`config.mk`:
```
export PLATFORM = sky130hd
export DESIGN_NAME = periph_resp_mux
export DESIGN_NICKNAME = d
export VERILOG_FILES = /design/src/rtl/periph_resp_mux.sv
export SDC_FILE = /design/constraint.sdc
export NUM_CORES = 1
export LEC_CHECK = 0
export ABC_AREA = 1
export BUFFER_PORTS_ARGS = -buffer_cell sky130_fd_sc_hd__buf_2
export CORE_AREA = 5 5 235 237
export CTS_CLUSTER_SIZE = 10
export DETAILED_ROUTE_END_ITERATION = 8
export DIE_AREA = 0 0 240 242
export GPL_TIMING_DRIVEN = 0
export SLEW_MARGIN = 10
export SYNTH_ARGS = -nofsm -noshare
export SYNTH_HDL_FRONTEND = slang
export SYNTH_SLANG_ARGS = --single-unit
```
`constraint.sdc`:
```
create_clock -name clk -period 4.35 [get_ports clk]
set_input_delay 0.2175 -clock clk [delete_from_list [all_inputs] [get_ports clk]]
set_output_delay 0.2175 -clock clk [all_outputs]
set_load 0.02 [all_outputs]
```
`src/rtl/periph_resp_mux.sv`:
```
// periph_resp_mux: AHB-Lite data-phase response stage for the uncore bus.
// Registers the one-hot address-phase select and muxes the selected
// peripheral's HRDATA/HREADY/HRESP back to the manager. It also produces a
// two-cycle error response for unmapped or multi-hit accesses and for
// peripherals that stall longer than TIMEOUT cycles.
//
// Handshake: a transfer is accepted on every cycle where AddrValid=1 and
// HREADY=1 (Accept). The accepted address phase becomes the data phase on the
// next cycle, so the completing data phase and the next address phase overlap.
module periph_resp_mux #(
  parameter int NPERIPH = 8,
  parameter int XLEN    = 64,
  parameter int TIMEOUT = 255
) (
  input  logic                    clk,
  input  logic                    resetn,
  input  logic                    AddrValid,
  input  logic [NPERIPH-1:0]      SelA,
  input  logic [NPERIPH-1:0]      HREADYp,
  input  logic [NPERIPH-1:0]      HRESPp,
  input  logic [NPERIPH*XLEN-1:0] HRDATAp,
  output logic                    HREADY,
  output logic                    HRESP,
  output logic [XLEN-1:0]         HRDATA,
  output logic [NPERIPH-1:0]      SelD,
  output logic                    TimeoutEvt
);

  typedef enum logic [1:0] {
    IDLE = 2'd0,
    DATA = 2'd1,
    ERR1 = 2'd2,
    ERR2 = 2'd3
  } state_t;

  // A 16-bit counter covers the full legal TIMEOUT range.
  localparam int             CW      = 16;
  localparam logic [CW-1:0]  TMO     = CW'(TIMEOUT);
  localparam logic [CW-1:0]  CNT_MAX = '1;

  state_t             state_q, state_d;
  logic [NPERIPH-1:0] sel_q, sel_d;
  logic [CW-1:0]      cnt_q, cnt_d;
  logic               tevt_q, tevt_d;

  logic               sel_onehot;
  logic               rdy_mux, resp_mux;
  logic [XLEN-1:0]    rdata_mux;
  logic               hready_c, hresp_c;
  logic [XLEN-1:0]    hrdata_c;

  // Exactly one select bit set: nonzero and no second bit.
  assign sel_onehot = (SelA != '0) && ((SelA & (SelA - 1'b1)) == '0);

  // AND-OR mux over the registered select; yields zero when sel_q is zero.
  always_comb begin
    rdy_mux   = 1'b0;
    resp_mux  = 1'b0;
    rdata_mux = '0;
    for (int i = 0; i < NPERIPH; i++) begin
      rdy_mux   = rdy_mux  | (HREADYp[i] & sel_q[i]);
      resp_mux  = resp_mux | (HRESPp[i]  & sel_q[i]);
      rdata_mux = rdata_mux | (HRDATAp[i*XLEN +: XLEN] & {XLEN{sel_q[i]}});
    end
  end

  // Next-state, stall counting and bus outputs.
  always_comb begin
    state_d  = state_q;
    sel_d    = sel_q;
    cnt_d    = cnt_q;
    tevt_d   = 1'b0;
    hready_c = 1'b1;
    hresp_c  = 1'b0;
    hrdata_c = '0;

    case (state_q)
      IDLE: begin
      end
      DATA: begin
        hready_c = rdy_mux;
        hresp_c  = resp_mux;
        hrdata_c = rdata_mux;
        if (!rdy_mux) begin
          if (cnt_q == TMO) begin
            // Abandon the peripheral: its late HREADY is never looked at
            // again because the select is dropped here.
            hresp_c = 1'b0;
            state_d = ERR1;
            sel_d   = '0;
            tevt_d  = 1'b1;
          end else if (cnt_q != CNT_MAX) begin
            cnt_d = cnt_q + 1'b1;
          end
        end
      end
      ERR1: begin
        hready_c = 1'b0;
        hresp_c  = 1'b1;
        state_d  = ERR2;
        sel_d    = '0;
      end
      ERR2: begin
        hresp_c = 1'b1;
      end
      default: begin
        state_d = IDLE;
        sel_d   = '0;
      end
    endcase

    // Any cycle with HREADY high completes the current phase and samples
    // the next address phase.
    if (hready_c) begin
      if (AddrValid) begin
        if (sel_onehot) begin
          state_d = DATA;
          sel_d   = SelA;
          cnt_d   = '0;
        end else begin
          state_d = ERR1;
          sel_d   = '0;
        end
      end else begin
        state_d = IDLE;
        sel_d   = '0;
      end
    end
  end

  // State, select, stall counter and timeout pulse registers.
  always_ff @(posedge clk or negedge resetn) begin
    if (!resetn) begin
      state_q <= IDLE;
      sel_q   <= '0;
      cnt_q   <= '0;
      tevt_q  <= 1'b0;
    end else begin
      state_q <= state_d;
      sel_q   <= sel_d;
      cnt_q   <= cnt_d;
      tevt_q  <= tevt_d;
    end
  end

  assign HREADY     = hready_c;
  assign HRESP      = hresp_c;
  assign HRDATA     = hrdata_c;
  assign SelD       = sel_q;
  assign TimeoutEvt = tevt_q;

endmodule

```
==> results of run 1 <==
[cell families (layout without fill, tap and decap cells)]
kind of cell               count (synthesis)  count (layout)  synth area share, %
DFF                                       27              27                 13.5
buffers and inverters                    105             724                 8.70
other                                      0              25                    0
and+or+nand+nor                          537             537                 43.3
xor gates and xnor gates                   1               1                0.176
adders and majority gates                  1               1                0.251
AOI/OAI and AO/OA                        230             230                 34.1
[layer usage]
| layer | vias up | global-route usage, % | wire length (um) |
|---|---|---|---|
| met5 | - | 0 | 270 |
| met4 | 46 | 7.94 | 2520 |
| met3 | 183 | 10.3 | 10000 |
| met2 | 812 | 36.9 | 32500 |
| met1 | 4565 | 27.8 | 27300 |
| li1 | 4415 | - | - |
[where the power goes]
group          leakage, nW  internal [W]  switching [W]  total [W]
Combinational         4.57      0.000340       0.000665    0.00100
Clock               0.0383      0.000126      0.0000914   0.000217
Sequential           0.336      0.000316      0.0000667   0.000383
Total                 4.95      0.000782       0.000823    0.00161
[Yosys cell counts (all sizes together) (10+ instances only)]
cell type,count,share of area (%)
nor2,67,5.6
buf,29,3.0
o21ai,10,1.0
nand4,10,1.6
clkbuf,39,2.9
nand3,29,3.4
dfrtp,27,14
a221oi,104,18
inv,37,2.8
a21oi,70,7.0
nand2,429,32
a22o,36,6.3
[cells in the final DEF, fill, tap and decap left out]
master,n
sky130_fd_sc_hd__a21bo_2,1
sky130_fd_sc_hd__a21oi_1,70
sky130_fd_sc_hd__a221oi_1,104
sky130_fd_sc_hd__a22o_1,36
sky130_fd_sc_hd__a31oi_1,6
sky130_fd_sc_hd__a41oi_1,2
sky130_fd_sc_hd__and2_1,1
sky130_fd_sc_hd__buf_1,12
sky130_fd_sc_hd__buf_2,626
sky130_fd_sc_hd__buf_4,2
sky130_fd_sc_hd__buf_6,3
sky130_fd_sc_hd__clkbuf_1,25
sky130_fd_sc_hd__clkbuf_16,3
sky130_fd_sc_hd__clkbuf_2,15
sky130_fd_sc_hd__dfrtp_1,27
sky130_fd_sc_hd__diode_2,25
sky130_fd_sc_hd__dlygate4sd3_1,1
sky130_fd_sc_hd__ha_1,1
sky130_fd_sc_hd__inv_1,36
sky130_fd_sc_hd__inv_2,1
sky130_fd_sc_hd__nand2_1,427
sky130_fd_sc_hd__nand2_2,1
sky130_fd_sc_hd__nand2_4,1
sky130_fd_sc_hd__nand3_1,24
sky130_fd_sc_hd__nand3_2,5
sky130_fd_sc_hd__nand4_1,9
sky130_fd_sc_hd__nand4_4,1
sky130_fd_sc_hd__nor2_1,60
sky130_fd_sc_hd__nor2_2,5
sky130_fd_sc_hd__nor2_4,2
sky130_fd_sc_hd__o211ai_1,1
sky130_fd_sc_hd__o21ai_0,9
sky130_fd_sc_hd__o21ai_1,1
sky130_fd_sc_hd__or2_1,1
sky130_fd_sc_hd__xor2_1,1
[per-stage QoR]
step,hold WS (ns),setup slack (ns)
final,0.243,0.668
after global routing,0.251,0.602
after CTS,0.238,0.672
after detailed placement,0.277,0.964
after global placement,0.278,0.702
after floorplan,-0.0781,2.56
[area by class of cell]
cell class / count / share of cell area [%]
Tap cell: 696 / 9.56
Sequential cell: 27 / 7.42
Clock buffer: 4 / 0.865
Multi-Input combinational cell: 769 / 42.6
Buffer: 68 / 3.48
Timing Repair Buffer: 615 / 33.9
Inverter: 37 / 1.52
Antenna cell: 25 / 0.687
[final timing paths]
kind / from / end / slack (ns) / cells past startpoint
max in group asynchronous: resetn / SelD[7]$_DFFE_PN0P_ / 3.42 / 2
max reg2reg: SelD[4]$_DFFE_PN0P_ / SelD[4]$_DFFE_PN0P_ / 1.72 / 4
min: SelA[7] / SelD[7]$_DFFE_PN0P_ / 0.24 / 3
min reg2reg: cnt_q[0]$_DFF_PN0_ / cnt_q[0]$_DFF_PN0_ / 0.57 / 2
min in group asynchronous: resetn / TimeoutEvt$_DFF_PN0_ / 0.49 / 2
max: SelD[4]$_DFFE_PN0P_ / HRDATA[54] / 0.67 / 5
[registers in the layout (all words and copies together), names as in the netlist]
name	cells
SelD	8
TimeoutEvt	1
cnt_q	16
state_q	2
[critical path: stages (launching register included)]
cell                       delay (ns)
sky130_fd_sc_hd__dfrtp_1         0.44
sky130_fd_sc_hd__clkbuf_1        0.83
sky130_fd_sc_hd__clkbuf_1        1.04
sky130_fd_sc_hd__a221oi_1        0.36
sky130_fd_sc_hd__a21oi_1         0.28
sky130_fd_sc_hd__buf_2           0.22
[repair_timing]
item / CTS / global route
setup buffers: 0 / 0
endpoints found under the hold margin: 14 / 0
hold buffers: 1 / 0
==> impl_metrics.toml, run 1 <==
[global_route]
first_pass_grt_wire_length_um = 89600
grt_antenna_before_repair = 72
grt_usage_pct = 23.2
grt_max_degree = 28
first_global_vias = 9463
grt_remaining_overflow = 0

[sta]
worst_slew_pin_slew_ns = 1.33
fin_setup_tns_ns = 0
count_of_pins_over_their_slew_limit = 0
rsz_0062_raised_after_global_routing = "false"
final_min_period_over_clock_period_pct = 84.7
max_freq_mhz = 272
final_period_minus_worst_setup_slack_ns = 3.68
finalClockSkew_ns = 0.00839
max_slew_margin_pct = 11.0
finalSetupViolCount = 0
final_hold_viol_count = 0

[placement]
gp_congestion = 0.980
placed_cells = 2210
post-dp-hpwl_um = 59400
port_buffers = 613
placed_area_mm2 = 0.00895

[routing]
finalWirelength_um = 72600
count_of_nets_left_with_antenna_violations_after_detail_routing = 0
avgRoutedWirePerCell_um = 32.4
routed-via-count = 10000
remaining_drc_errors = 0
drt_first_iter_violations = 896
drt_pass1_iterations = 5
post_drt_via_cell_ratio = 4.47

[worst_hold_path]
holdCritPathClass = "primary input to register"

[synth]
mappedNetlistNets = 1441
syn-cell-area_mm2 = 0.00499
syn_area_per_cell_um2 = 5.54
share_of_synthesized_flip_flops_with_an_asynchronous_set_or_reset_pct = 100
ys_warn_count = 0
synth-edff-count = 0
synth_seq_cells = 27
gate_count_of_the_mapped_netlist = 901
dominantRegCellSynth = "sky130_fd_sc_hd__dfrtp_1"
synth-seq-area-share_pct = 13.5
synth.lib_cells_used.distinct = 31

[floorplan]
rows = 85
initial_utilization_pct = 9.40
core_region_area_mm2 = 0.0531
full_die_area_mm2 = 0.0581
die_width_um = 240
floorplan.io_pins = 614
die_extent_in_y_um = 242

[cells_and_area]
multi_input_comb_area_mm2 = 0.00388
layout_cell_share_with_drive_strength_beyond_1_pct = 43.8
final_nets = 2061
fin_util_pct = 17.2
regArea_um2 = 676
post_layout_nonfiller_instances = 2241
stdcell_area_mm2 = 0.00911
final.fill_count = 6329
syn2layout_area_growth_pct = 82.5

[flow_run]
max_capacitance_violation_count = 0

[critical_path]
cp_data_required_time_ns = 4.13
worstSetupEndpointType = "output pin"
critPathMaxFanout = 10
worst-setup-path-type = "register to output pin"
worst_setup_start_kind = "register"
critical_path_arrival_ns = 3.46

[power]
power_per_cell_area_mw_per_mm2 = 176
p_leak_nw = 4.95
vdd_ir_drop_max_v = 0.000247
totalPowerFinal_w = 0.00161

[clocking]
post_cts_resize_count = 0
cts_tree = "built"
clock_sink_count = 27
cts-root-buf = "sky130_fd_sc_hd__clkbuf_16"
max-clock-path-buffers = 2
htree_levels = 1
clkTransAtPathRegs_ns = 0.06
cts_inserted_buffers = 3
clk-insertion-delay-late_ns = 0.27

[outcome]
status = "completed"
No activity file was read; power rests on OpenSTA's default activity.
==> inputs of run 2 (changes only) <==
ABC_AREA = 0   (was 1)
CORE_AREA = 5 5 232 234   (was 5 5 235 237)
DIE_AREA = 0 0 237 239   (was 0 0 240 242)
clock period = 3.4 ns   (was 4.35 ns; I/O delays follow)
==> run 2 against run 1 <==
Sequential share of layout area rose by 0.56 points. Clock skew shrank 0.0028 ns. Largest power group unchanged. Count of clock-buffer cells in the layout unchanged.
==> impl_metrics.toml, run 2 <==
[outcome]
status = "completed"

[floorplan]
full_die_area_mm2 = 0.0566
die_extent_in_y_um = 239
floorplan.io_pins = 614
rows = 84
core_region_area_mm2 = 0.0518
initial_utilization_pct = 8.32
die_width_um = 237

[synth]
synth_fa_ha_area_share_pct = 0.290
dominantRegCellSynth = "sky130_fd_sc_hd__dfrtp_1"
synth-simple-area-share_pct = 11.7
dominant_combinational_cell_family_by_area_after_synthesis = "compound AO/OA/AOI/OAI gates"
post_synthesis_xor_xnor_area_fraction_pct = 0
syn-cell-area_mm2 = 0.00431
synth-edff-count = 0
synth.lib_cells_used.distinct = 38
synth_seq_cells = 27
share_of_synthesized_flip_flops_with_an_asynchronous_set_or_reset_pct = 100
mappedNetlistNets = 1096
ys_warn_count = 0
gate_count_of_the_mapped_netlist = 556
syn_area_per_cell_um2 = 7.75
synth-seq-area-share_pct = 15.7
yosys-mux-area-fraction_pct = 0
netlist.area_leader.share_pct = 45.6
synth_top_cells_by_area = "sky130_fd_sc_hd__a22oi_1 46%, sky130_fd_sc_hd__dfrtp_1 16%, sky130_fd_sc_hd__a41oi_1 13%"
synth_top_cells_by_count = "262 x sky130_fd_sc_hd__a22oi_1, 64 x sky130_fd_sc_hd__a41oi_1, 53 x sky130_fd_sc_hd__clkbuf_1"
yosys.area.top_type = "sky130_fd_sc_hd__a22oi_1"
synthMostInstantiatedCell = "sky130_fd_sc_hd__a22oi_1"
synth_compound_gate_area_share_pct = 66.2

[sta]
worst_slew_pin_slew_ns = 1.31
count_of_pins_over_their_slew_limit = 0
final_min_period_over_clock_period_pct = 99.5
rsz_0062_raised_after_global_routing = "false"
postLayoutSetupSlackWorst_ns = 0.0178
finalSetupViolCount = 0
fin_setup_tns_ns = 0
max_freq_mhz = 296
final_hold_viol_count = 0
final_period_minus_worst_setup_slack_ns = 3.38
max_slew_margin_pct = 12.3
finalClockSkew_ns = 0.00558

[critical_path]
critical_path_arrival_ns = 3.21
worst_setup_start_kind = "register"
worst_path_cell_chain = "clkbuf_2, clkbuf_1, a22oi_1, a41oi_1, buf_2"
worst-setup-path-type = "register to output pin"
critPathMaxFanout = 10
r2r.worst_path.cells = 7
worstSetupEndpointType = "output pin"
slowest_delay_ns = 0.93
cpMaxStageDelayCell = "sky130_fd_sc_hd__clkbuf_1"
cp_data_required_time_ns = 3.23

[cells_and_area]
fin_util_pct = 16.3
final.fill_count = 6045
final_common_cell = "sky130_fd_sc_hd__buf_2"
layout.cells.most_common_list = "618 x sky130_fd_sc_hd__buf_2, 262 x sky130_fd_sc_hd__a22oi_1, 64 x sky130_fd_sc_hd__a41oi_1"
largest-register = "cnt_q"
final_nets = 1716
largest_register_ff_count = 16
layout_cell_share_with_drive_strength_beyond_1_pct = 55.4
syn2layout_area_growth_pct = 96.3

[global_route]
grt_usage_pct = 23.5
first_global_vias = 9033
first_pass_grt_wire_length_um = 88100
grt_max_degree = 28
grt_antenna_before_repair = 83
grt_remaining_overflow = 0

[clocking]
cts_tree = "built"
max-clock-path-buffers = 2
cts_inserted_buffers = 3
clk-insertion-delay-late_ns = 0.27
htree_levels = 1
clock_sink_count = 27
cts-root-buf = "sky130_fd_sc_hd__clkbuf_16"
clkTransAtPathRegs_ns = 0.07
post_cts_buffers = 0

[placement]
dpl_worst_slack_ns = 0.0708
port_buffers = 613
post-dp-hpwl_um = 59900
gp_congestion = 0.949

[routing]
finalWirelength_um = 72100
post_drt_via_cell_ratio = 4.97
routed-via-count = 9404
count_of_nets_left_with_antenna_violations_after_detail_routing = 0
drt_first_iter_violations = 1281
drt_pass1_iterations = 6
avgRoutedWirePerCell_um = 38.1
remaining_drc_errors = 0

[worst_hold_path]
min_path_cells = 3
holdCritPathClass = "primary input to register"

[power]
p_leak_nw = 3.50
power_per_cell_area_mw_per_mm2 = 214
totalPowerFinal_w = 0.00181
vdd_ir_drop_max_v = 0.000200

[flow_run]
max_capacitance_violation_count = 0
==> run 2: changes by cell type after synthesis, sizes merged, moves of 55 or more <==
| cell | before | now |
|---|---|---|
| nor2 | 67 | 6 |
| a22oi | 0 | 262 |
| a21oi | 70 | 15 |
| a221oi | 104 | 1 |
| a41oi | 2 | 64 |
| nand2 | 429 | 9 |
==> run 2: cells by family (layout without fill, tap and decap cells) <==
logic type,after synthesis,count (layout)
and+or+nand+nor,85,85
other,0,28
AOI/OAI and AO/OA,373,373
DFF,27,27
adders and majority gates,1,1
buffers and inverters,70,689
==> run 2: layout make-up <==
type	count	area (um2)	share of cell area, %
multi-input cells	459	3370	39.8
repair buffers	615	3090	36.5
well taps	688	861	10.2
flip-flops and latches	27	676	7.98
plain buffers	70	320	3.78
clock buffers	4	78.8	0.931
diodes	28	70.1	0.828
==> run 2: what timing repair did <==
| action | in CTS | in global routing |
|---|---|---|
| gates resized for setup | 10 | 8 |
| hold buffers | 1 | 0 |
| setup endpoints to repair | 17 | 15 |
| endpoints found under the hold margin | 27 | 0 |
==> run 2: power breakdown <==
group | leakage, nW | switching [W] | internal, W
combinational | 3.11 | 0.000657 | 0.000405
clock | 0.0383 | 0.000117 | 0.000161
sequential | 0.354 | 0.0000814 | 0.000387
total | 3.50 | 0.000855 | 0.000953
==> run 2: stage by stage <==
stage | std cells | hold slack (ns) | instance area, um2
after detailed placement | 1857 | 0.219 | 8260
after global placement | 1857 | 0.223 | 8240
final | 1891 | 0.177 | 8460
after global routing | 1872 | 0.190 | 8420
after floorplan | 556 | -0.126 | 4310
after CTS | 1862 | 0.178 | 8380
==> run 2: critical path, delay by kind of cell (launching register included) <==
kind / cells / cell delay [ns]
AOI/OAI and AO/OA: 2 / 0.79
DFF: 1 / 0.40
buffers and inverters: 3 / 1.73
==> run 2: final timing paths <==
| kind | slack (ns) | from | endpoint |
|---|---|---|---|
| max | 0.02 | SelD[4]$_DFFE_PN0P_ | HRDATA[61] |
| min | 0.18 | AddrValid | state_q[1]$_DFFE_PN0P_ |
| max reg2reg | 1.03 | SelD[7]$_DFFE_PN0P_ | cnt_q[10]$_DFF_PN0_ |
| min reg2reg | 0.59 | cnt_q[7]$_DFF_PN0_ | cnt_q[7]$_DFF_PN0_ |
| max in group asynchronous | 2.54 | resetn | cnt_q[3]$_DFF_PN0_ |
| min in group asynchronous | 0.46 | resetn | SelD[0]$_DFFE_PN0P_ |
==> run 2: metal layers <==
| metal | global-route usage, % | part of all wire (%) | vias to the layer above |
|---|---|---|---|
| met5 | 0 | 0.75 | - |
| met4 | 6.09 | 3.4 | 86 |
| met3 | 17.1 | 17 | 242 |
| met2 | 35.9 | 42 | 896 |
| met1 | 26.3 | 37 | 4396 |
| li1 | - | - | 3784 |
